--- src/rtl/sram_arb_pkg.sv ---
// sram_arb_pkg: arbiter FSM encoding and default SRAM geometry shared with the VGA and memory controllers
package sram_arb_pkg;
    typedef enum logic [1:0] {
        IDLE = 2'd0,
        BUSY = 2'd1,
        RESP = 2'd2
    } state_t;
    localparam int SRAM_ADDR_W = 19;
    localparam int SRAM_DATA_W = 16;
endpackage

--- src/rtl/sram_arb_select.sv ---
// sram_arb_select: VGA-first priority with a starvation override that forces a CPU grant
module sram_arb_select #(
    parameter int LIMIT = 4,
    parameter int CNT_W = 3
) (
    input  logic             cpu_elig,
    input  logic             vga_elig,
    input  logic [CNT_W-1:0] starve_cnt,
    output logic             grant,
    output logic             sel_vga
);
    localparam logic [CNT_W-1:0] LIM = CNT_W'(LIMIT);
    always_comb begin
        grant   = cpu_elig | vga_elig;
        sel_vga = vga_elig & (~cpu_elig | (starve_cnt < LIM));
    end
endmodule

--- src/rtl/sram_arbiter.sv ---
// sram_arbiter: serialises CPU and VGA requests onto one SRAM port; SRAM_ARB_STATS_EN adds grant counters
module sram_arbiter
    import sram_arb_pkg::*;
#(
    parameter int CPU_STARVE_LIMIT = 4,
    parameter int ADDR_W           = SRAM_ADDR_W,
    parameter int DATA_W           = SRAM_DATA_W
) (
    input  logic              clk,
    input  logic              reset,
    input  logic              cpu_valid,
    input  logic              cpu_we,
    input  logic [ADDR_W-1:0] cpu_addr,
    input  logic [DATA_W-1:0] cpu_wdata,
    output logic [DATA_W-1:0] cpu_rdata,
    output logic              cpu_ready,
    input  logic              vga_valid,
    input  logic              vga_we,
    input  logic [ADDR_W-1:0] vga_addr,
    input  logic [DATA_W-1:0] vga_wdata,
    output logic [DATA_W-1:0] vga_rdata,
    output logic              vga_ready,
    output logic              mem_valid,
    output logic              mem_we,
    output logic [ADDR_W-1:0] mem_addr,
    output logic [DATA_W-1:0] mem_wdata,
    input  logic [DATA_W-1:0] mem_rdata,
    input  logic              mem_ready,
    output logic              grant_vga
`ifdef SRAM_ARB_STATS_EN
    ,
    output logic [31:0]       stat_cpu_grants,
    output logic [31:0]       stat_vga_grants,
    output logic [15:0]       stat_cpu_forced
`endif
);
    localparam int CNT_W = $clog2(CPU_STARVE_LIMIT + 2);
    state_t state, state_n;
    logic [CNT_W-1:0] starve_cnt;
    logic cpu_elig, vga_elig, grant, sel_vga, take;

    always_comb begin
        cpu_elig = cpu_valid & ~cpu_ready;
        vga_elig = vga_valid & ~vga_ready;
        take     = (state == IDLE) & grant;
    end

    sram_arb_select #(
        .LIMIT(CPU_STARVE_LIMIT),
        .CNT_W(CNT_W)
    ) u_select (
        .cpu_elig  (cpu_elig),
        .vga_elig  (vga_elig),
        .starve_cnt(starve_cnt),
        .grant     (grant),
        .sel_vga   (sel_vga)
    );

    always_ff @(posedge clk) state <= reset ? IDLE : state_n;

    always_comb begin
        state_n = (state == IDLE) ? (grant ? BUSY : IDLE) :
                  (state == BUSY) ? (mem_ready ? RESP : BUSY) : IDLE;
    end

    always_comb begin
        cpu_ready = (state == RESP) & ~grant_vga;
        vga_ready = (state == RESP) & grant_vga;
    end

    // a VGA grant only bumps the counter when it actually made the CPU wait
    always_ff @(posedge clk) begin
        if (reset) begin
            mem_valid  <= 1'b0;
            mem_we     <= 1'b0;
            mem_addr   <= '0;
            mem_wdata  <= '0;
            cpu_rdata  <= '0;
            vga_rdata  <= '0;
            grant_vga  <= 1'b0;
            starve_cnt <= '0;
        end else if (take) begin
            mem_valid  <= 1'b1;
            mem_we     <= sel_vga ? vga_we : cpu_we;
            mem_addr   <= sel_vga ? vga_addr : cpu_addr;
            mem_wdata  <= sel_vga ? vga_wdata : cpu_wdata;
            grant_vga  <= sel_vga;
            starve_cnt <= ~sel_vga ? '0 : cpu_elig ? starve_cnt + 1'b1 : starve_cnt;
        end else if (state == BUSY && mem_ready) begin
            mem_valid <= 1'b0;
            if (grant_vga) vga_rdata <= mem_rdata;
            else cpu_rdata <= mem_rdata;
        end
    end

`ifdef SRAM_ARB_STATS_EN
    always_ff @(posedge clk) begin
        if (reset) begin
            stat_cpu_grants <= '0;
            stat_vga_grants <= '0;
            stat_cpu_forced <= '0;
        end else if (take && sel_vga) begin
            stat_vga_grants <= stat_vga_grants + 32'd1;
        end else if (take) begin
            stat_cpu_grants <= stat_cpu_grants + 32'd1;
            if (vga_elig) stat_cpu_forced <= stat_cpu_forced + 16'd1;
        end
    end
`endif
endmodule

--- config.mk ---
export PLATFORM = sky130hd
export DESIGN_NAME = sram_arbiter
export DESIGN_NICKNAME = d
export VERILOG_FILES = /design/src/rtl/sram_arb_pkg.sv /design/src/rtl/sram_arb_select.sv /design/src/rtl/sram_arbiter.sv
export SDC_FILE = /design/constraint.sdc
export NUM_CORES = 1
export LEC_CHECK = 0
export BUFFER_PORTS_ARGS = -buffer_cell sky130_fd_sc_hd__buf_2
export CORE_UTILIZATION = 44
export DETAILED_ROUTE_END_ITERATION = 6
export PLACE_DENSITY = 0.89
export SLEW_MARGIN = 20
export SYNTH_ARGS = -nofsm -noshare
export SYNTH_HDL_FRONTEND = slang
export SYNTH_SLANG_ARGS = --single-unit
--- constraint.sdc ---
create_clock -name clk -period 1.58 [get_ports clk]
set_input_delay 0.079 -clock clk [delete_from_list [all_inputs] [get_ports clk]]
set_output_delay 0.079 -clock clk [all_outputs]
set_load 0.05 [all_outputs]
==> results.md, run 1 <==
* Maxcap violations at 0
* WL final at 8570 um
* FILL cells at 490
* Pwr/cell area at 1130 nW/um^2
* Setup WS pre-CTS at -35.4 ps
* Startpoint types: flop
* Design area at between 4000 and 5000 sq um
* Post-synth EDFFs at 0
* Number of synthesized register bits at 75
* Largest net degree at the start of global routing at just over 40
* Unrepaired setup endpoints after global routing: true
* Mapped Area at between 2000 and 3000 sq um
* Final hold vios at 0
* Largest stage delay, worst path at 330 ps
* Highest routed layer: met4
* WL/cell at between 10 and 15 um
* ANT nets after route at 0
* Layout cells sized above 1 at between 40 and 50%
* Starting Density at around 45%
* Cells after synthesis at between 300 and 400
* Global Route Usage Sum at approximately a quarter
* FF-to-FF path depth at 6
* Initial DRC Count at 102
* Setup Skew at between 6 and 7 ps
* GRT overflow at 0
* TritonCTS clock tree: yes
* Met2 WL at about 4400 um
* Slew Limit Fails at 0
* First-pass GRT wire length at 13800 um
* Register clock-pin slew on the reported worst setup and hold paths at 70 ps
* CP max-delay cell: dfxtp_2
* M1 WL at approximately 3500 um
* Rows at 29
* Clock root buffer: clkbuf_8
* Die area at slightly below 7000 sq um
* CP Class: reg2reg
* Crit-path cells: buf_6 > nand3b_1 > o211ai_4 > buf_12 > mux2i_2 > o2bb2ai_1
* CTS H-tree lvls at 3
* Netlist cell types at 25
* Worst-Margin Slew at between 400 and 500 ps
* Worst Hold Depth at 3
* Critical Path AT at 1740 ps
* Number of global-route vias before repair at ~3000
* Status: finished, final reports clean
* Max VDD drop at between 0.0007 and 0.0008 V
* Drt pass-1 iters at 4
* Min-delay worst type: in2reg
* Synth warn at 0
* PnR worst setup slack at ~50 ps
* Leakage power total at 2.10 nW
* Area delta synth->final at 51.8%
* Hold worst-path end: mem_addr[11]$_SDFFE_PP0P_
* CTS sink cnt at between 70 and 80
* Core footprint at 6350 sq um
* DP Area at between 3000 and 4000 sq um
* Met3 wire len at approximately 570 um
* IO buf count at 164
* Worst slew margin at between 70% and 80%
* Final setup TNS at 0 ps
* Via Count at slightly below 3000
* Reg2reg setup slack at between 50 and 60 ps
* Hold Slack at 14.6 ps
* Reg2reg end: mem_wdata[13]$_SDFFE_PP0P_
* Hpwl dp at 5470 um
* Die Height at just over 80 um
* Async set-reset flop share out of synthesis at 0%
* Final nets at between 500 and 600
* Max Freq at 654 MHz
* DR vias/cell at 5.13
* Worst EP required at roughly 1800 ps
* I/O Pins at between 150 and 200
* Sequential cell area fraction in the yosys report at 52.1%
* Cts bufs inserted at 9
* Worst-Skew Late Latency at 340 ps
* Worst r2r src: state[0]$_SDFF_PP0_
* Drc violations at 0
* N_diodes at 0
* Antenna violations before repair at 0
* Final period util at a little over nine tenths
* Worst-path maximum fanout at 19
* Most used DFF post-synth: dfxtp_1
* Final worst path period need at ~1500 ps
* Worst Setup End Kind: flop
* Syn nets at 395
* Final setup fails at 0
* Synth Area per Inst at between 9 and 10 sq um
* Max Root-Sink Buffers at 2
* Die width at slightly above 80 um
* Hold Startpoint: vga_addr[11]
* Post-layout util at slightly below 70%
* Gpl congestion at around 0.76
## Yosys cell counts (all sizes together), types with 2 or more instances
master   instances  area share, %
dfxtp           75             52
nand2           70            9.1
a21oi           37            6.4
mux2i           36             13
o2bb2ai         36             11
buf             15            2.6
clkbuf           7           0.91
inv              4           0.52
nor2             4           0.52
nand3b           2           0.52
nor2b            2           0.43
or2              2           0.43
or3              2           0.43
## registers in the layout, summed over array words and instances, names as in the netlist
register	cells
cpu_rdata	16
grant_vga	1
mem_addr	19
mem_valid	1
mem_wdata	16
mem_we	1
starve_cnt	3
state	2
vga_rdata	16
## layout by cell type, fill, tap and decap left out
cell | netlist | routed
ha_1 | 1 | 1
dfxtp_2 | 0 | 2
clkbuf_8 | 0 | 10
buf_2 | 10 | 164
a21o_1 | 1 | 1
bufinv_16 | 0 | 3
nor2b_4 | 0 | 1
dlygate4sd3_1 | 0 | 26
a21oi_2 | 0 | 1
inv_1 | 4 | 4
or2_2 | 1 | 1
o2bb2ai_1 | 36 | 36
buf_12 | 0 | 2
clkbuf_16 | 0 | 1
mux2i_2 | 0 | 1
nor2b_2 | 0 | 1
o211ai_4 | 0 | 1
or3b_2 | 1 | 1
or4_4 | 0 | 1
or2_1 | 1 | 1
nand2b_1 | 1 | 1
a21oi_1 | 37 | 36
clkbuf_1 | 7 | 1
nand2_1 | 70 | 70
and2_1 | 1 | 1
nor2_1 | 4 | 4
buf_4 | 2 | 9
mux2i_1 | 36 | 35
nand3b_1 | 2 | 2
o21ai_1 | 1 | 1
or3_1 | 2 | 2
buf_6 | 0 | 1
clkinv_2 | 0 | 2
a31oi_1 | 1 | 1
dfxtp_1 | 75 | 73
## power breakdown
group,total [W],switching (W),internal (W)
registers,0.00209,0.0000702,0.00202
logic,0.00111,0.000738,0.000373
clock network,0.00176,0.000675,0.00109
total,0.00496,0.00148,0.00348
## routing by layer
metal	track usage (%)	vias up
li1	-	1437
met1	28.6	1353
met2	43.8	147
met3	6.76	11
met4	8.31	0
met5	0	-
## layout make-up
class / instances / area [sq um] / share of cell area, %
inverter: 4 / 15.0 / 0.343
timing repair buffer: 203 / 1220 / 28.0
clock inverter: 5 / 100 / 2.29
sequential: 75 / 1500 / 34.4
clock buffer: 11 / 141 / 3.23
tap: 77 / 96.3 / 2.20
multi-input combinational: 200 / 1290 / 29.6
## cell families after synthesis
kind of cell | Yosys count | share of synthesized area, %
AO/OA/AOI/OAI | 77 | 18.4
AND/OR/NAND/NOR | 86 | 12.5
buffers and inverters | 26 | 4.08
multiplexers | 36 | 12.5
adder cells (fa/ha/maj) | 1 | 0.434
flip-flops | 75 | 52.1
## critical path, delay by kind of cell (launching register included)
kind,cells,cell delay (ps)
and+or+nand+nor,1,220
DFF,1,330
buffers and inverters,2,340
muxes,1,240
AOI/OAI and AO/OA,2,270
## stage by stage
| step | total power (W) | std cells |
|---|---|---|
| floorplan | 0.00282 | 301 |
| CTS | 0.00497 | 573 |
| finish | 0.00496 | 575 |
| global route | 0.00515 | 575 |
| global placement | 0.00314 | 531 |
| detailed placement | 0.00316 | 531 |
## worst max path at each step
stage	from	to	slack (ps)	depth (start not counted)
detailed placement	state[1]$_SDFF_PP0_	mem_wdata[7]$_SDFFE_PP0P_	-40	5
global placement	state[1]$_SDFF_PP0_	mem_addr[2]$_SDFFE_PP0P_	30	5
floorplan	grant_vga$_SDFFE_PP0P_	vga_rdata[10]$_SDFFE_PP0P_	60	6
finish	state[0]$_SDFF_PP0_	mem_wdata[13]$_SDFFE_PP0P_	50	6
global route	state[1]$_SDFF_PP0_	mem_wdata[13]$_SDFFE_PP0P_	-50	6
CTS	state[0]$_SDFF_PP0_	mem_addr[5]$_SDFFE_PP0P_	-9	6
## timing repair
item | in CTS | in global routing
endpoints found under the hold margin | 39 | 0
pin swaps | 1 | 0
endpoints found under the setup margin | 25 | 38
buffers inserted | 0 | 1
hold buffers | 26 | 0
gates cloned | 0 | 1
resized for setup | 1 | 6
Note: power is estimated with default switching activity, not from simulation.
==> run 2: changes to the inputs <==
CELL_PAD_IN_SITES_DETAIL_PLACEMENT = 0   (was unset)
CELL_PAD_IN_SITES_GLOBAL_PLACEMENT = 1   (was unset)
CORE_UTILIZATION = 31   (was 44)
PLACE_DENSITY = 0.88   (was 0.89)
==> run 2 against run 1 <==
  * The run now ends with DRC left
  * Worst setup slack better by 53 ps
  * Cell count is 6.3% higher
  * Total power is 3.6% lower
  * Maximum frequency is 3.6% higher
  * Wire length is 5.7% lower
  * Critical endpoint is now starve_cnt[2]$_SDFFE_PP0P_
==> results.md, run 2 (synthesis gave the netlist of run 1 again) <==
* Status: complete, but fails checks
* Failing checks: DRC
* Maxcap violations at 0 (unchanged)
* Max Freq at 677 MHz (+3.6%)
* Die area at 9690 sq um (+41%)
* Reg2reg end: starve_cnt[2]$_SDFFE_PP0P_
* Max VDD drop at 0.000493 V (-36%)
* Clock power share at 33.4% (-2.1 points)
* Initial DRC Count at 78 (-24%)
* Largest stage delay, worst path at 480 ps (+150 ps)
* Int Pwr at 0.00328 W (-5.8%)
* Worst Hold Depth at 3 (unchanged)
* Final nets at 592 (+0.85%)
* Max Root-Sink Buffers at 2 (unchanged)
* Drc violations at 13 (+13)
* Number of global-route vias before repair at 2848 (-4.9%)
* Hold Slack at 15.4 ps (+0.821 ps)
* Register clock-pin slew on the reported worst setup and hold paths at 80 ps (about the same)
* Worst slew margin at 73.1% (+0.23 points)
* Slew Limit Fails at 0 (unchanged)
* Gpl congestion at 0.734 (-3.7%)
* Clock root buffer: clkbuf_8
* WL final at 8090 um (-5.7%)
* Global Route Usage Sum at 16.6% (-8.1 points)
* Die width at 98.4 um (+19%)
* Cell Count, Final, Fillers Out at 611 (+6.3%)
* Rows at 34 (+17%)
* Worst Path Buf+Inv at 0 (-2)
* Worst r2r src: state[1]$_SDFF_PP0_
* Core footprint at 8850 sq um (+39%)
* Area delta synth->final at 53.7%
* Comb pwr share at 23.0% (+0.6 points)
* Min-delay worst type: in2reg
* CTS H-tree lvls at 3 (unchanged)
* GRT overflow at 0 (unchanged)
* First-pass GRT wire length at 12900 um (-6.2%)
* CP max-delay cell: or4_1
* N_diodes at 0 (unchanged)
* ANT nets after route at 0 (unchanged)
* WL/cell at 13.2 um (-11%)
* Final period util at 93.5% (-3.4 points)
* TritonCTS clock tree: yes
* Worst Setup End Kind: flop
* Antenna violations before repair at 0 (unchanged)
* Largest net degree at the start of global routing at 40 (-2.4%)
* Via Count at 2899 (-1.7%)
* Unrepaired setup endpoints after global routing: false
* Drt pass-1 iters at 7 (+3)
* Delay-heaviest family, CP: simple AND/OR/NAND/NOR gates
* Final setup fails at 0 (unchanged)
* Commonest non-fill, non-tap cells in the layout: buf_2 (164), dfxtp_1 (73), nand2_1 (70)
* Setup Fix Bufs, Post-CTS at 0 (unchanged)
* Switching Power at 0.00151 W (+1.5%)
* Placed cell count at 562 (+5.8%)
* Hold Startpoint: vga_wdata[15]
* Final hold vios at 0 (unchanged)
* Worst-Margin Slew at 403 ps (-2.59 ps)
* FF-to-FF path depth at 4 (-2)
* Final worst path period need at 1480 ps (-53.3 ps)
* CTS sink cnt at 75 (unchanged)
* Worst-path maximum fanout at 5 (-14)
* Worst-Skew Late Latency at 330 ps (about the same)
* Startpoint types: flop
* Starting Density at 32.6% (-13 points)
* Largest reg by FF count: mem_addr
* Critical Path AT at 1740 ps (about the same)
* DR vias/cell at 4.74 (-7.5%)
* Setup WS pre-CTS at -25.3 ps (+10.1 ps)
* Switching share of total power at 31.5% (+1.6 points)
* Max reg flops at 19 (unchanged)
* I/O Pins at 165 (unchanged)
* Die Height at 98.4 um (+19%)
* Pwr/cell area at 1080 nW/um^2 (-4.8%)
* Worst EP required at 1840 ps (+50 ps)
* Hpwl dp at 5480 um (+0.16%)
* PnR worst setup slack at 103 ps (+53.3 ps)
* Layout cells sized above 1 at 39.8% (-0.80 points)
* CP Class: reg2reg
* Reg2reg setup slack at 100 ps (+50 ps)
* Setup Skew at 3.97 ps (-2.56 ps)
* Crit-path cells: nor2b_4 > o211ai_4 > or4_1 > a21oi_1
* Sequential share of power at 43.6% (+1.5 points)
* Leakage power total at 2.10 nW (+0.14%)
* Hold worst-path end: mem_wdata[15]$_SDFFE_PP0P_
* Cts bufs inserted at 9 (unchanged)
* IO buf count at 164 (unchanged)
* Commonest non-fill, non-tap cell in the layout: buf_2
## run 2: changes by cell type in the layout (fill, tap and decap cells not counted), sizes merged
cell         before  now
buf             176  175
clkinv            2    5
dlygate4sd3      26   33
clkbuf           12    9
bufinv            3    2
## run 2: per-stage QoR
step | TNS [ps] | power [W] | utilization, % | area, sq um
6_report | 0 | 0.00478 | 50.1 | 4430
5_1_grt | 0 | 0.00500 | 50.1 | 4430
4_1_cts | 0 | 0.00483 | 49.7 | 4400
3_5_place_dp | -25.3 | 0.00316 | 43.6 | 3860
3_3_place_gp | 0 | 0.00314 | 43.6 | 3860
2_1_floorplan | 0 | 0.00282 | - | 2880
## run 2: worst max path at each step
stage / from / to / slack, ps / depth (start not counted)
detailed placement: state[1]$_SDFF_PP0_ / mem_addr[2]$_SDFFE_PP0P_ / -30 / 5
global placement: state[1]$_SDFF_PP0_ / mem_wdata[2]$_SDFFE_PP0P_ / 80 / 5
finish: state[1]$_SDFF_PP0_ / starve_cnt[2]$_SDFFE_PP0P_ / 100 / 4
floorplan: grant_vga$_SDFFE_PP0P_ / vga_rdata[10]$_SDFFE_PP0P_ / 60 / 6
global route: state[1]$_SDFF_PP0_ / starve_cnt[0]$_SDFFE_PP0P_ / 10 / 5
CTS: state[1]$_SDFF_PP0_ / mem_addr[2]$_SDFFE_PP0P_ / 40 / 5
## run 2: power by group through the flow
| stage | clock network (W) | logic [W] | registers, W |
|---|---|---|---|
| global route | 0.00173 | 0.00117 | 0.00210 |
| finish | 0.00160 | 0.00110 | 0.00209 |
| CTS | 0.00165 | 0.00110 | 0.00208 |
| floorplan | 0 | 0.000281 | 0.00254 |
| global placement | 0 | 0.00102 | 0.00212 |
| detailed placement | 0 | 0.00104 | 0.00212 |
## run 2: cell type report
| class | count | area, sq um |
|---|---|---|
| fillers | 831 | 4420 |
| flip-flops and latches | 75 | 1500 |
| multi-input cells | 200 | 1290 |
| repair buffers | 208 | 1270 |
| well taps | 108 | 135 |
| clock buffers | 9 | 124 |
| clock inverters | 7 | 92.6 |
| inverters | 4 | 15.0 |
## run 2: layer usage
layer | global-route usage (%) | part of all wire (%) | vias to the layer above
met5 | 0 | 0 | -
met4 | 5.74 | 1.1 | 0
met3 | 4.04 | 6.0 | 9
met2 | 31.0 | 49 | 106
met1 | 18.4 | 43 | 1344
li1 | - | - | 1440
## run 2: timing repair
item                                    4_1_cts  5_1_grt
hold buffers                                 32        1
cloned                                        0        0
gates resized for setup                       1        7
endpoints found under the hold margin        43        1
endpoints found under the setup margin        6       29
## run 2: worst register-to-register path: stages (launching register included)
cell and delay, ps:
dfxtp_1 420, nor2b_4 210, o211ai_4 130, or4_1 480, a21oi_1 170
==> run 3: changes to the inputs <==
CORE_MARGIN = 4   (was unset)
PLACE_DENSITY = 0.86   (was 0.88)
==> run 3 against run 2 <==
  * The flow now finishes without violations
  * First-iteration DRC count is 2.6% lower
  * Critical path depth up 1
  * Worst setup slack worse by 12 ps
  * Via count up 2.5%
  * Count of clock-buffer cells in the layout is 1 higher
  * Combinational power up 5%
  * Utilization is 2.4 points higher
  * Clock power up 4%
  * Sequential share of layout area decreased by 1.7 points
  * Final area grew 5.3%
  * Register-to-register slack about the same
  * Critical path type unchanged
  * Largest power group unchanged
  * Highest routed layer unchanged
==> results.md, run 3 (synthesis gave the netlist of run 1 again) <==
* Largest reg by FF count: mem_addr
* WL final at 9110 um (+13%)
* Final setup fails at 0 (unchanged)
* Worst Path Buf+Inv at 1 (+1)
* DR vias/cell at 4.70 (-0.89%)
* Largest stage delay, worst path at 340 ps (-140 ps)
* Register clock-pin slew on the reported worst setup and hold paths at 90 ps (about the same)
* N_diodes at 0 (unchanged)
* Reg2reg setup slack at 90 ps (about the same)
* Sequential share of power at 42.6% (-1.0 points)
* Int Pwr at 0.00336 W (+2.5%)
* Max Root-Sink Buffers at 2 (unchanged)
* Slew Limit Fails at 0 (unchanged)
* GRT overflow at 0 (unchanged)
* Final hold vios at 0 (unchanged)
* Initial DRC Count at 76 (-2.6%)
* Commonest non-fill, non-tap cells in the layout: buf_2 (164), dfxtp_1 (74), nand2_1 (70)
* Worst EP required at 1810 ps (-30 ps)
* Die Height at 104 um (+6.1%)
* Starting Density at 32.4% (-0.16 points)
* Switching Power at 0.00154 W (+2.4%)
* Max Freq at 672 MHz (-0.81%)
* Final period util at 94.2% (+0.76 points)
* Leakage power total at 2.19 nW (+4.2%)
* Final setup TNS at 0 ps (unchanged)
* Number of global-route vias before repair at 3131 (+9.9%)
* Switching share of total power at 31.5% (about the same)
* Drc violations at 0 (-13)
* TritonCTS clock tree: yes
* I/O Pins at 165 (unchanged)
* CTS sink cnt at 75 (unchanged)
* Hpwl dp at 5870 um (+7.1%)
* Hold Startpoint: cpu_addr[9]
* Layout cells sized above 1 at 37.0% (-2.7 points)
* Worst-Skew Late Latency at 340 ps (about the same)
* Worst r2r src: state[1]$_SDFF_PP0_
* Max VDD drop at 0.000518 V (+5.1%)
* Delay-heaviest family, CP: compound AO/OA/AOI/OAI gates
* Rows at 34 (unchanged)
* Worst-Margin Slew at 396 ps (-6.66 ps)
* Final worst path period need at 1490 ps (+12.0 ps)
* Largest net degree at the start of global routing at 40 (unchanged)
* Status: finished, final reports clean
* FILL cells at 818 (-1.6%)
* Pwr/cell area at 1050 nW/um^2 (-2.6%)
* First-pass GRT wire length at 14700 um (+14%)
* IO buf count at 164 (unchanged)
* Comb pwr share at 23.5% (+0.5 points)
* Antenna violations before repair at 0 (unchanged)
* Cts bufs inserted at 9 (unchanged)
* CP max-delay cell: dfxtp_1
* CTS H-tree lvls at 3 (unchanged)
* DP Area at 3840 sq um (-0.45%)
* Drt pass-1 iters at 4 (-3)
* Crit-path cells: nor2b_2 > o211ai_4 > buf_12 > mux2i_1 > o2bb2ai_1
* Gpl congestion at 0.767 (+4.4%)
* Clock root buffer: clkbuf_8
* CP Class: reg2reg
* Hold worst-path end: mem_addr[9]$_SDFFE_PP0P_
* Die area at 10900 sq um (+13%)
* Placed cell count at 558 (-0.71%)
* Area delta synth->final at 61.8%
* Global Route Usage Sum at 16.2% (-0.44 points)
* Commonest non-fill, non-tap cell in the layout: buf_2
* ANT nets after route at 0 (unchanged)
* Core footprint at 8890 sq um (+0.48%)
* Cell Count, Final, Fillers Out at 632 (+3.4%)
* Final nets at 613 (+3.5%)
* Worst Hold Depth at 3 (unchanged)
* Clock power share at 33.9% (+0.5 points)
* Worst slew margin at 73.6% (+0.44 points)
* Worst Setup End Kind: flop
* Min-delay worst type: in2reg
* Worst-path maximum fanout at 19 (+14)
* Startpoint types: flop
* Die width at 104 um (+6.1%)
* Reg2reg end: mem_addr[7]$_SDFFE_PP0P_
* Critical Path AT at 1720 ps (-20 ps)
* Via Count at 2972 (+2.5%)
* FF-to-FF path depth at 5 (+1)
* WL/cell at 14.4 um (+8.8%)
* Design area at 4660 sq um (+5.3%)
* Hold Slack at 11.5 ps (-3.88 ps)
* Maxcap violations at 0 (unchanged)
* Max reg flops at 19 (unchanged)
* Unrepaired setup endpoints after global routing: false
* Setup Skew at 10.4 ps (+6.40 ps)
## run 3: changes by cell type in the layout (fill, tap and decap cells not counted), moves of 2 or more
| cell | change |
|---|---|
| buf_4 | -4 |
| clkinv_2 | -2 |
| clkinvlp_4 | +2 |
| dlygate4sd3_1 | +24 |
## run 3: through the flow
step                      setup slack, ps  power (W)  utilization, %
after global routing                 25.3    0.00511            52.4
after global placement                137    0.00314            43.2
final                                91.4    0.00490            52.4
after CTS                            71.5    0.00494            52.1
after floorplan                      64.9    0.00282               -
after detailed placement             99.5    0.00315            43.2
## run 3: worst min-delay path: stages
cell and delay [ps]:
buf_2 70, mux2i_1 50, o2bb2ai_1 110
## run 3: how the worst max path moves through the flow
| stage | from | end | cells past startpoint |
|---|---|---|---|
| after CTS | state[1]$_SDFF_PP0_ | cpu_ready | 3 |
| after floorplan | grant_vga$_SDFFE_PP0P_ | vga_rdata[10]$_SDFFE_PP0P_ | 6 |
| after global routing | state[1]$_SDFF_PP0_ | starve_cnt[2]$_SDFFE_PP0P_ | 4 |
| after global placement | state[1]$_SDFF_PP0_ | mem_addr[2]$_SDFFE_PP0P_ | 5 |
| after detailed placement | state[1]$_SDFF_PP0_ | mem_addr[13]$_SDFFE_PP0P_ | 5 |
| final | state[1]$_SDFF_PP0_ | mem_addr[7]$_SDFFE_PP0P_ | 5 |
## run 3: metal layers
layer | routed length, um | track usage, % | vias up | part of all wire, %
met5 | 0 | 0 | - | 0
met4 | 223 | 7.50 | 0 | 2.4
met3 | 825 | 5.90 | 21 | 9.1
met1 | 3990 | 19.0 | 1329 | 44
li1 | - | - | 1486 | -
met2 | 4060 | 26.2 | 136 | 45
## run 3: final cells by class
type | instances | area [sq um] | share of cell area [%]
clock buffers | 10 | 138 | 2.95
multi-input cells | 200 | 1280 | 27.4
clock inverters | 6 | 88.8 | 1.91
repair buffers | 229 | 1510 | 32.3
flip-flops and latches | 75 | 1500 | 32.2
inverters | 4 | 15.0 | 0.322
well taps | 108 | 135 | 2.90
## run 3: timing repair
item                                   4_1_cts  5_1_grt
endpoints found under the hold margin       55        0
hold buffers                                57        0
setup endpoints to repair                    0        6
resized for setup                            0        1
setup buffers                                0        0
## run 3: power groups by stage
| stage | clock [W] | combinational [W] | sequential (W) |
|---|---|---|---|
| floorplan | 0 | 0.000281 | 0.00254 |
| global placement | 0 | 0.00102 | 0.00212 |
| CTS | 0.00171 | 0.00114 | 0.00208 |
| global route | 0.00178 | 0.00123 | 0.00210 |
| finish | 0.00166 | 0.00115 | 0.00209 |
| detailed placement | 0 | 0.00103 | 0.00212 |
